[config.mk]
export PLATFORM = sky130hd
export DESIGN_NAME = local_car_detector_flat
export DESIGN_NICKNAME = d
export VERILOG_FILES = /design/src/rtl/local_car_detector_if.sv /design/src/rtl/local_car_detector.sv /design/src/flat_wrapper.sv
export SDC_FILE = /design/constraint.sdc
export NUM_CORES = 1
export LEC_CHECK = 0
export CAP_MARGIN = 10
export CORE_ASPECT_RATIO = 1.5
export CORE_MARGIN = 3
export CORE_UTILIZATION = 59
export DETAILED_ROUTE_END_ITERATION = 8
export GPL_ROUTABILITY_DRIVEN = 0
export GPL_TIMING_DRIVEN = 0
export PLACE_DENSITY = 0.82
export SLEW_MARGIN = 20
export SYNTH_ARGS = -nofsm -noshare
export SYNTH_HDL_FRONTEND = slang
export SYNTH_SLANG_ARGS = --single-unit
[constraint.sdc]
create_clock -name clk -period 4.1 [get_ports clk]
set_input_delay 1.025 -clock clk [delete_from_list [all_inputs] [get_ports clk]]
set_output_delay 1.025 -clock clk [all_outputs]
set_load 0.02 [all_outputs]
[src/rtl/local_car_detector_if.sv]
// Signal bundle between the loop conditioner and its environment.
// Carries the raw loop input and the request/presence/cap-out/arrival outputs.
interface local_car_detector_if #(
    parameter int CNT_W = 8
);
    logic             loop_raw;
    logic             X;
    logic             present;
    logic             max_out;
    logic [CNT_W-1:0] arrivals;

    modport master (output loop_raw, input X, present, max_out, arrivals);
    modport slave  (input loop_raw, output X, present, max_out, arrivals);
endinterface

[src/rtl/local_car_detector.sv]
// Conditions the raw local-road loop into the registered car request X for the light FSM.
// Latency: loop_raw->present 2+DEB_CYC edges, present->X 1 edge; no backpressure, outputs are levels.
module local_car_detector #(
    parameter int DEB_CYC     = 4,
    parameter int GAP_CYC     = 6,
    parameter int MAX_HOLD    = 32,
    parameter int LOCKOUT_CYC = 8,
    parameter int CNT_W       = 8
) (
    input  logic                 clk,
    input  logic                 clr_n,
    local_car_detector_if.slave  bus
);
    localparam int DEB_W  = $clog2(DEB_CYC + 1);
    localparam int GAP_W  = $clog2(GAP_CYC + 1);
    localparam int HOLD_W = $clog2(MAX_HOLD + 1);
    localparam int LOCK_W = $clog2(LOCKOUT_CYC + 1);

    localparam logic [DEB_W-1:0]  DEB_LAST  = DEB_W'(DEB_CYC - 1);
    localparam logic [GAP_W-1:0]  GAP_LAST  = GAP_W'(GAP_CYC - 1);
    localparam logic [HOLD_W-1:0] HOLD_LAST = HOLD_W'(MAX_HOLD - 1);
    localparam logic [LOCK_W-1:0] LOCK_LAST = LOCK_W'(LOCKOUT_CYC - 1);

    typedef enum logic [1:0] {
        IDLE    = 2'd0,
        REQ     = 2'd1,
        GAP     = 2'd2,
        LOCKOUT = 2'd3
    } state_t;

    logic              sync1_q, sync2_q;
    logic              present_q, present_d;
    logic [DEB_W-1:0]  deb_cnt_q, deb_cnt_d;
    logic [CNT_W-1:0]  arrivals_q, arrivals_d;
    state_t            state_q, state_d;
    logic [HOLD_W-1:0] hold_cnt_q, hold_cnt_d;
    logic [GAP_W-1:0]  gap_cnt_q, gap_cnt_d;
    logic [LOCK_W-1:0] lock_cnt_q, lock_cnt_d;
    logic              x_q, x_d;
    logic              max_out_q, max_out_d;

    // A level change must persist for DEB_CYC consecutive cycles before present follows.
    always_comb begin
        present_d  = present_q;
        deb_cnt_d  = '0;
        arrivals_d = arrivals_q;
        if (sync2_q != present_q) begin
            if (deb_cnt_q == DEB_LAST) begin
                present_d = ~present_q;
            end else begin
                deb_cnt_d = deb_cnt_q + DEB_W'(1);
            end
        end
        if (present_d && !present_q && (arrivals_q != '1)) begin
            arrivals_d = arrivals_q + CNT_W'(1);
        end
    end

    // Counters default to clear so each state entry starts from zero.
    always_comb begin
        state_d    = state_q;
        hold_cnt_d = '0;
        gap_cnt_d  = '0;
        lock_cnt_d = '0;
        max_out_d  = 1'b0;
        case (state_q)
            IDLE: begin
                if (present_q) state_d = REQ;
            end
            REQ: begin
                if (hold_cnt_q == HOLD_LAST) begin
                    state_d   = LOCKOUT;
                    max_out_d = 1'b1;
                end else begin
                    hold_cnt_d = hold_cnt_q + HOLD_W'(1);
                    if (!present_q) state_d = GAP;
                end
            end
            GAP: begin
                if (hold_cnt_q == HOLD_LAST) begin
                    state_d   = LOCKOUT;
                    max_out_d = 1'b1;
                end else begin
                    hold_cnt_d = hold_cnt_q + HOLD_W'(1);
                    if (present_q) begin
                        state_d = REQ;
                    end else if (gap_cnt_q == GAP_LAST) begin
                        state_d = IDLE;
                    end else begin
                        gap_cnt_d = gap_cnt_q + GAP_W'(1);
                    end
                end
            end
            LOCKOUT: begin
                if (lock_cnt_q == LOCK_LAST) begin
                    state_d = present_q ? REQ : IDLE;
                end else begin
                    lock_cnt_d = lock_cnt_q + LOCK_W'(1);
                end
            end
            default: state_d = IDLE;
        endcase
        x_d = (state_d == REQ) || (state_d == GAP);
    end

    always_ff @(posedge clk) begin
        if (!clr_n) begin
            sync1_q    <= 1'b0;
            sync2_q    <= 1'b0;
            present_q  <= 1'b0;
            deb_cnt_q  <= '0;
            arrivals_q <= '0;
            state_q    <= IDLE;
            hold_cnt_q <= '0;
            gap_cnt_q  <= '0;
            lock_cnt_q <= '0;
            x_q        <= 1'b0;
            max_out_q  <= 1'b0;
        end else begin
            sync1_q    <= bus.loop_raw;
            sync2_q    <= sync1_q;
            present_q  <= present_d;
            deb_cnt_q  <= deb_cnt_d;
            arrivals_q <= arrivals_d;
            state_q    <= state_d;
            hold_cnt_q <= hold_cnt_d;
            gap_cnt_q  <= gap_cnt_d;
            lock_cnt_q <= lock_cnt_d;
            x_q        <= x_d;
            max_out_q  <= max_out_d;
        end
    end

    assign bus.X        = x_q;
    assign bus.present  = present_q;
    assign bus.max_out  = max_out_q;
    assign bus.arrivals = arrivals_q;
endmodule

[src/flat_wrapper.sv]
// flat-port wrapper written by rule: the top's interface ports become plain ports
module local_car_detector_flat 
#(
    parameter int DEB_CYC     = 4,
    parameter int GAP_CYC     = 6,
    parameter int MAX_HOLD    = 32,
    parameter int LOCKOUT_CYC = 8,
    parameter int CNT_W       = 8
)
  (clk, clr_n, bus_loop_raw, bus_X, bus_present, bus_max_out, bus_arrivals);
  local_car_detector_if #(.CNT_W(CNT_W)) bus_i ();
  input  logic clk;
  input  logic clr_n;
  input wire logic [$bits(bus_i.loop_raw)-1:0] bus_loop_raw;
  output wire logic [$bits(bus_i.X)-1:0] bus_X;
  output wire logic [$bits(bus_i.present)-1:0] bus_present;
  output wire logic [$bits(bus_i.max_out)-1:0] bus_max_out;
  output wire logic [$bits(bus_i.arrivals)-1:0] bus_arrivals;
  assign bus_i.loop_raw = bus_loop_raw;
  assign bus_X = bus_i.X;
  assign bus_present = bus_i.present;
  assign bus_max_out = bus_i.max_out;
  assign bus_arrivals = bus_i.arrivals;
  local_car_detector #(.DEB_CYC(DEB_CYC), .GAP_CYC(GAP_CYC), .MAX_HOLD(MAX_HOLD), .LOCKOUT_CYC(LOCKOUT_CYC), .CNT_W(CNT_W)) u_core (.clk(clk), .clr_n(clr_n), .bus(bus_i));
endmodule
# Word level (Yosys, flattened, before mapping)

Cells that the tools add are included.

Output and inout port bits: 11
Register bits after elaboration: 31
Logic and storage cells: 56
Input port bits: 3

Add/subtract/negate cells: 5
Bitwise operators: 6
Reductions and logical operators: 11
Muxes and demuxes: 12
Equal/unequal tests: 11

Operators by type and width:

| kind                                                 | number |
|---|---|
| 2-to-1 mux 2 bit                                     | 7 |
| OR reduction 3 bit                                   | 3 |
| adder 8 x 1 -> 8 bit (second input constant)         | 1 |
| != test 8 bit (second input constant)                | 1 |
| one-hot mux 2 bit (4 select lines)                   | 1 |
| adder 3 x 1 -> 3 bit (second input constant)         | 2 |
| adder 6 x 1 -> 6 bit (second input constant)         | 1 |
| equality test 2 bit (second input constant)          | 3 |
| equality test 6 x 5 -> 1 bit (second input constant) | 1 |
| NOT 1 bit                                            | 6 |
| OR reduction 5 bit                                   | 1 |
| adder 4 x 1 -> 4 bit (second input constant)         | 1 |
| equality test 2 x 1 -> 1 bit (second input constant) | 2 |
| equality test 4 x 3 -> 1 bit (second input constant) | 1 |
| 2-to-1 mux 1 bit                                     | 4 |
| equality test 3 x 2 -> 1 bit (second input constant) | 1 |
| equality test 3 bit (second input constant)          | 1 |
| logical AND 1 bit                                    | 2 |
| zero test 2 bit                                      | 1 |
| AND reduction 2 bit                                  | 1 |
| OR reduction 2 bit                                   | 1 |
| zero test 1 bit                                      | 1 |
| logical OR 1 bit                                     | 1 |
| != test 1 bit                                        | 1 |

# Depth between registers and ports, before layout

Gate-level depths: netlist of the first run.

Depth after elaboration: 7
Depth in mapped cells: 8
Depth with buffers taken out: 7

# Worst setup path before layout of the first run

Ideal clock, no wire load.

Kind: register to register
Start point: register u_core.arrivals_q[0] (netlist: u_core.bus.arrivals[0])
End point: register u_core.arrivals_q[7] (netlist: u_core.bus.arrivals[7])
Library setup time: 0.129 ns
Path buffers: 1
Data arrival time: 1.697 ns
Required time: 3.971 ns
Period minus slack after synthesis: 1.826 ns
Stages on the path, launching flop included: 8
Setup slack: 2.274 ns
Cells stage by stage: dfxtp_1 ha_1 and2_1 a311o_1 buf_2 nor4_2 xnor2_1 nor2_1

Cells in the longest elaborated chain, start to end: 2
Elaborated cells between the ends (all ways): 3
Classes of those cells: add/sub: 1; eq/ne: 1; reduce/logical: 1

RTL lines:

| what                                                         | RTL line                  | RTL |
|---|---|---|
| from (decl)                                                  | local_car_detector.sv:34  | `logic [CNT_W-1:0] arrivals_q, arrivals_d;` |
| from (signal assigned)                                       | local_car_detector.sv:124 | `arrivals_q <= arrivals_d;` |
| branches (longest 2 deep; another with adder 8 x 1 -> 8 bit) | --                        |  |

Several ways; the timed one is not identified.
A chain may end at the register's enable or synchronous reset.

# Worst setup path after layout of the first run

Start point: register u_core.present_q (netlist: u_core.bus.present)
End point: output bus_present

RTL lines:

| what                   | RTL line                  | RTL |
|---|---|---|
| from (decl)            | local_car_detector.sv:32  | `logic present_q, present_d;` |
| from (signal assigned) | local_car_detector.sv:122 | `present_q <= present_d;` |
| to (decl)              | flat_wrapper.sv:16        | `output wire logic [$bits(bus_i.present)-1:0] bus_present;` |

No word-level cell between the ends.

==> results of run 1 <==
## power by group through the flow
stage                     sequential, mW  clock, mW  combinational [mW]
final                              0.303      0.248             0.00674
after global routing               0.303      0.268             0.00776
after CTS                          0.303      0.255             0.00684
after detailed placement           0.310          0             0.00688
after global placement             0.310          0             0.00661
after floorplan                    0.309          0             0.00308
## cells in the mapped netlist, types with 2 or more instances
master	n	area share, %
dfxtp_1	31	46
nor2_1	26	7.2
inv_1	12	3.3
ha_1	11	10
xnor2_1	9	5.8
nand2_1	6	1.7
nand3_1	6	2.2
o21ai_0	5	1.8
a21oi_1	4	1.5
and2_1	4	1.8
xor2_1	4	2.6
or3_1	3	1.4
a211o_1	2	1.3
buf_2	2	0.73
## registers in the layout, summed over array words and instances, names as in the netlist, 2 cells and up
| register | flops |
|---|---|
| u_core.bus.arrivals | 8 |
| u_core.hold_cnt_q | 6 |
| u_core.lock_cnt_q | 4 |
| u_core.deb_cnt_q | 3 |
| u_core.gap_cnt_q | 3 |
| u_core.state_q | 2 |
## worst register-to-register path: cells and delay by family, from the launching register on
kind / cells / cell delay [ns]
AO/OA/AOI/OAI: 1 / 0.34
XOR/XNOR: 1 / 0.16
adder cells (fa/ha/maj): 1 / 0.22
buffers and inverters: 1 / 0.18
flip-flops: 1 / 0.37
AND/OR/NAND/NOR: 3 / 0.53
## how the worst max path moves through the flow
stage                                  end  slack [ns]  cells past startpoint
CTS                            bus_present        1.54                      1
detailed placement     u_core.deb_cnt_q[0]        1.69                      4
floorplan           u_core.bus.arrivals[7]        2.27                      7
global route                   bus_present        1.49                      1
finish                         bus_present        1.56                      1
global placement       u_core.deb_cnt_q[1]        1.73                      4
## layout make-up
| type | instances | share of cell area (%) |
|---|---|---|
| multi-input cells | 101 | 42.52 |
| flip-flops and latches | 31 | 38.63 |
| repair buffers | 13 | 8.100 |
| clock buffers | 6 | 3.193 |
| inverters | 12 | 2.804 |
| clock inverters | 2 | 2.181 |
| well taps | 22 | 1.713 |
| plain buffers | 3 | 0.8567 |
## cells by family after synthesis
logic type,count (synthesis),share of synthesized area [%]
AOI/OAI and AO/OA,19,9.643
xor gates and xnor gates,13,8.356
adders and majority gates,11,10.10
buffers and inverters,15,4.315
DFF,31,45.55
muxes,1,0.7346
and+or+nand+nor,57,21.30
## metal layers
metal / up-vias / global-route usage [%]
met4: 0 / 12.09
met3: 11 / 6.667
met2: 23 / 35.99
li1: 536 / -
met5: - / 0
met1: 495 / 20.73
==> flow_summary.toml, run 1 <==
[run_status]
outcome = "complete, no violations"

[floorplanning]
rows = 20
die_area_mm2 = 0.002934
initial_core_util_pct = 64.82
fp.dieW_um = 45.24
dieHeight_um = 64.86
coreArea_mm2 = 0.002102
io_pins = 14

[global_routing]
grt_overflow = 0
grt_pass1_wl_um = 4478
grtUsageTotal_pct = 20.87
grt_max_degree = 11
grt_pass1_vias = 1100
antenna_found_initial = 0

[critical_path]
critPathRequiredTime_ns = 3.07
crit_family = "buffers and inverters"
worstPathMaxFanout = 8
critPathBufInv = 1
r2r_cells = 7
cp_slowest_cell = "clkdlybuf4s50_1"
crit_chain = "clkdlybuf4s50_1"
cp-startpoint = "u_core.bus.present"
r2r-start = "u_core.bus.arrivals[0]"
worstSetupStartpointType = "register"
end_kind = "output pin"
reg2reg_to = "u_core.bus.arrivals[5]"
cpPeakStageDelay_ns = 0.67
crit_arrival_ns = 1.51
path_class = "register to output pin"
r2r_slack_ns = 2.18

[finish]
antennaDiodeCount = 0
multi_input_area_um2 = 683.2
nFillCells = 150
drive_gt1_share_pct = 8.333
layout_commonest_cell = "dfxtp_1"
area_delta_synth_final_pct = 17.91
seq_area_um2 = 620.6
fin_cells = 190
final_nets = 181
final_cell_mix = "dfxtp_1, nor2_1, clkdlybuf4s50_1, inv_1, ha_1"
fin_util_pct = 76.43
postLayoutCellArea_mm2 = 0.001607

[route]
drc = 0
wl_met1_um = 927
first_pass_iters = 4
met2_length_um = 1304
routed_wirelength_um = 2441
vias = 1065
initialDrtViolationCount = 25
avgRoutedWirePerCell_um = 12.85
dr_wl_met3_um = 108
detail-route-antenna-nets = 0
avgViaCountPerCell = 5.605
maxUsedRoutingLayer = "met4"

[clocking]
postCtsSetupBuffers = 0
cts_resized = 0
htreeDepth = 2
clock_path_buffers = 2
clk_pin_slew_ns = 0.09
clkLatencyLatePin_ns = 0.33
hold_buffers = 0
cts_buffers = 5
cts_root_buf = "clkbuf_4"
clock-sinks = 31
cts_tree = "yes"

[placement]
placed_cell_area_mm2 = 0.001520
preCtsSetupSlack_ns = 1.688
dp_hpwl_um = 1769
portBuffers = 13
dp.cells = 182

[min_path]
whs_path_depth = 1
whs_endpoint = "u_core.deb_cnt_q[0]"
min_from = "u_core.deb_cnt_q[0]"
min_path_type = "register to register"

[pwr]
p_per_area_mw_per_mm2 = 347.0
combinationalPowerShare_pct = 1.2
seqPwrFrac_pct = 54.3
p_total_mw = 0.5575
p_sw_share_pct = 19.46
p_int_mw = 0.4490
clkPwrFrac_pct = 44.5
vdd_drop_max_v = 0.0003144
p_switching_mw = 0.1085
p_leak_nw = 0.5939

[logic_synthesis]
synth_warnings = 0
synthDistinctLibCells = 36
syn_nets = 161
ys_ff_latch = 31
yosysSeqAreaShare_pct = 45.55
async_flop_share_pct = 0
netlist_instances = 147
syn_area_mm2 = 0.001363
synth_edf_count = 0
synth.avg_cell_area_um2 = 9.269
synth_ff_type = "dfxtp_1"

[timing]
tns_ns = 0
setup_viol = 0
tightest_slew_ns = 0.4582
skew_ns = 0.003199
max_freq_mhz = 394.0
min_period_ns = 2.538
finalCritPeriodShare_pct = 61.91
rsz0062_at_grt = "no"
hold_viol = 0
slew_viol_final = 0
hold_ws_ns = 0.4372
slew_headroom_pct = 69.45
setup_ws_ns = 1.562

[flow_run]
maxCapViolCount = 0
Power figures use the tool's default switching activity.
==> run 2: changes to the inputs <==
--- a/config.mk
+++ b/config.mk
@@ -8,11 +8,11 @@
 export CAP_MARGIN = 10
 export CORE_ASPECT_RATIO = 1.5
 export CORE_MARGIN = 3
-export CORE_UTILIZATION = 59
+export CORE_UTILIZATION = 49
 export DETAILED_ROUTE_END_ITERATION = 8
 export GPL_ROUTABILITY_DRIVEN = 0
 export GPL_TIMING_DRIVEN = 0
-export PLACE_DENSITY = 0.82
+export PLACE_DENSITY = 0.73
 export SLEW_MARGIN = 20
 export SYNTH_ARGS = -nofsm -noshare
 export SYNTH_HDL_FRONTEND = slang
==> constraint.sdc (replaced) <==
create_clock -name clk -period 2.1 [get_ports clk]
set_input_delay 0.525 -clock clk [delete_from_list [all_inputs] [get_ports clk]]
set_output_delay 0.525 -clock clk [all_outputs]
set_load 0.02 [all_outputs]
==> run 2 against run 1 <==
Net effect: register-to-register slack worse by 2.0 ns; combinational power is 99% higher; sequential cell count unchanged; cell count up 7.4%; critical path depth did not move; worst hold slack worse by 0.0019 ns; non-clock buffer count unchanged; die area up 18%; sequential power rose by 95%; sequential share of layout area is 0.42 points lower; clock-buffer cell count unchanged.
==> flow_summary.toml, run 2 (same netlist as run 1, synthesis figures left out) <==
[timing]
slew_headroom_pct = 68.30
skew_ns = 0.006360
slew_viol_final = 0
rsz0062_at_grt = "no"
hold_viol = 0
setup_viol = 0
min_period_ns = 2.008
hold_ws_ns = 0.4354
tns_ns = 0
max_freq_mhz = 498.0
finalCritPeriodShare_pct = 95.62
tightest_slew_ns = 0.4755

[critical_path]
crit_chain = "clkdlybuf4s50_1"
cpPeakStageDelay_ns = 0.66
cp_slowest_cell = "clkdlybuf4s50_1"
crit_family = "buffers and inverters"
critPathBufInv = 1
critPathRequiredTime_ns = 1.57
crit_arrival_ns = 1.48
worstSetupStartpointType = "register"
path_class = "register to output pin"
end_kind = "output pin"
worstPathMaxFanout = 8

[global_routing]
grt_pass1_wl_um = 4298
grt_max_degree = 11
grt_pass1_vias = 1094
grtUsageTotal_pct = 16.04
grt_overflow = 0
antenna_found_initial = 0

[floorplanning]
die_area_mm2 = 0.003463
dieHeight_um = 70.59
coreArea_mm2 = 0.002560
fp.dieW_um = 49.06
rows = 22
io_pins = 14
initial_core_util_pct = 53.23

[finish]
layout_commonest_cell = "dfxtp_1"
drive_gt1_share_pct = 8.333
nFillCells = 246
seq_area_um2 = 620.6
fin_cells = 204
final_cell_mix = "dfxtp_1, nor2_1, clkdlybuf4s50_1, inv_1, ha_1"
postLayoutCellArea_mm2 = 0.001624
largest_reg_flops = 8
multi_input_area_um2 = 683.2
antennaDiodeCount = 0
final_nets = 181
area_delta_synth_final_pct = 19.19

[pwr]
vdd_drop_max_v = 0.0005366
p_per_area_mw_per_mm2 = 669.4
p_leak_nw = 0.5939
p_total_mw = 1.087

[clocking]
postCtsSetupBuffers = 0
cts_root_buf = "clkbuf_4"
cts_tree = "yes"
cts_buffers = 5
htreeDepth = 2
hold_buffers = 0
cts_resized = 0
clock-sinks = 31
clkLatencyLatePin_ns = 0.32
clk_pin_slew_ns = 0.10
clock_path_buffers = 2

[placement]
placed_cell_area_mm2 = 0.001538
dp.cells = 196
dp_hpwl_um = 1772
portBuffers = 13

[route]
drc = 0
routed_wirelength_um = 2360
initialDrtViolationCount = 15
vias = 1050
avgRoutedWirePerCell_um = 11.57
first_pass_iters = 4
avgViaCountPerCell = 5.147
detail-route-antenna-nets = 0

[run_status]
outcome = "complete, no violations"

[min_path]
min_path_type = "register to register"

[flow_run]
maxCapViolCount = 0
-- run 2: layout make-up --
cell class | count | area share [%]
multi-input combinational | 101 | 42.06
sequential | 31 | 38.21
timing repair buffer | 13 | 8.012
clock buffer | 6 | 3.159
inverter | 12 | 2.773
tap | 36 | 2.773
clock inverter | 2 | 2.157
buffer | 3 | 0.8475
-- run 2: layer usage --
| layer | track usage (%) | share of wire [%] |
|---|---|---|
| met2 | 26.48 | 50 |
| met3 | 5.684 | 3.9 |
| met5 | 0 | 0 |
| met4 | 11.71 | 3.3 |
| met1 | 16.64 | 43 |
-- run 2: per-stage QoR --
stage | utilization [%] | setup slack, ns
2_1_floorplan | - | 0.2739
3_3_place_gp | 60.07 | 0.2167
3_5_place_dp | 60.07 | 0.2013
4_1_cts | 63.44 | 0.05673
5_1_grt | 63.44 | 0.01110
6_report | 63.44 | 0.09188
-- run 2: power by group --
group	switching [mW]	internal, mW	leakage, nW
logic	0.00766	0.00575	0.296
clock network	0.202	0.281	0.0482
registers	0.00111	0.590	0.250
total	0.210	0.877	0.594
-- run 2: worst paths after layout --
path | start | to | slack [ns] | cells past startpoint
hold / removal | u_core.deb_cnt_q[0] | u_core.deb_cnt_q[0] | 0.44 | 1
setup reg to reg | u_core.hold_cnt_q[0] | u_core.bus.X | 0.18 | 7
hold reg to reg | u_core.deb_cnt_q[0] | u_core.deb_cnt_q[0] | 0.44 | 1
setup / recovery | u_core.bus.present | bus_present | 0.09 | 1
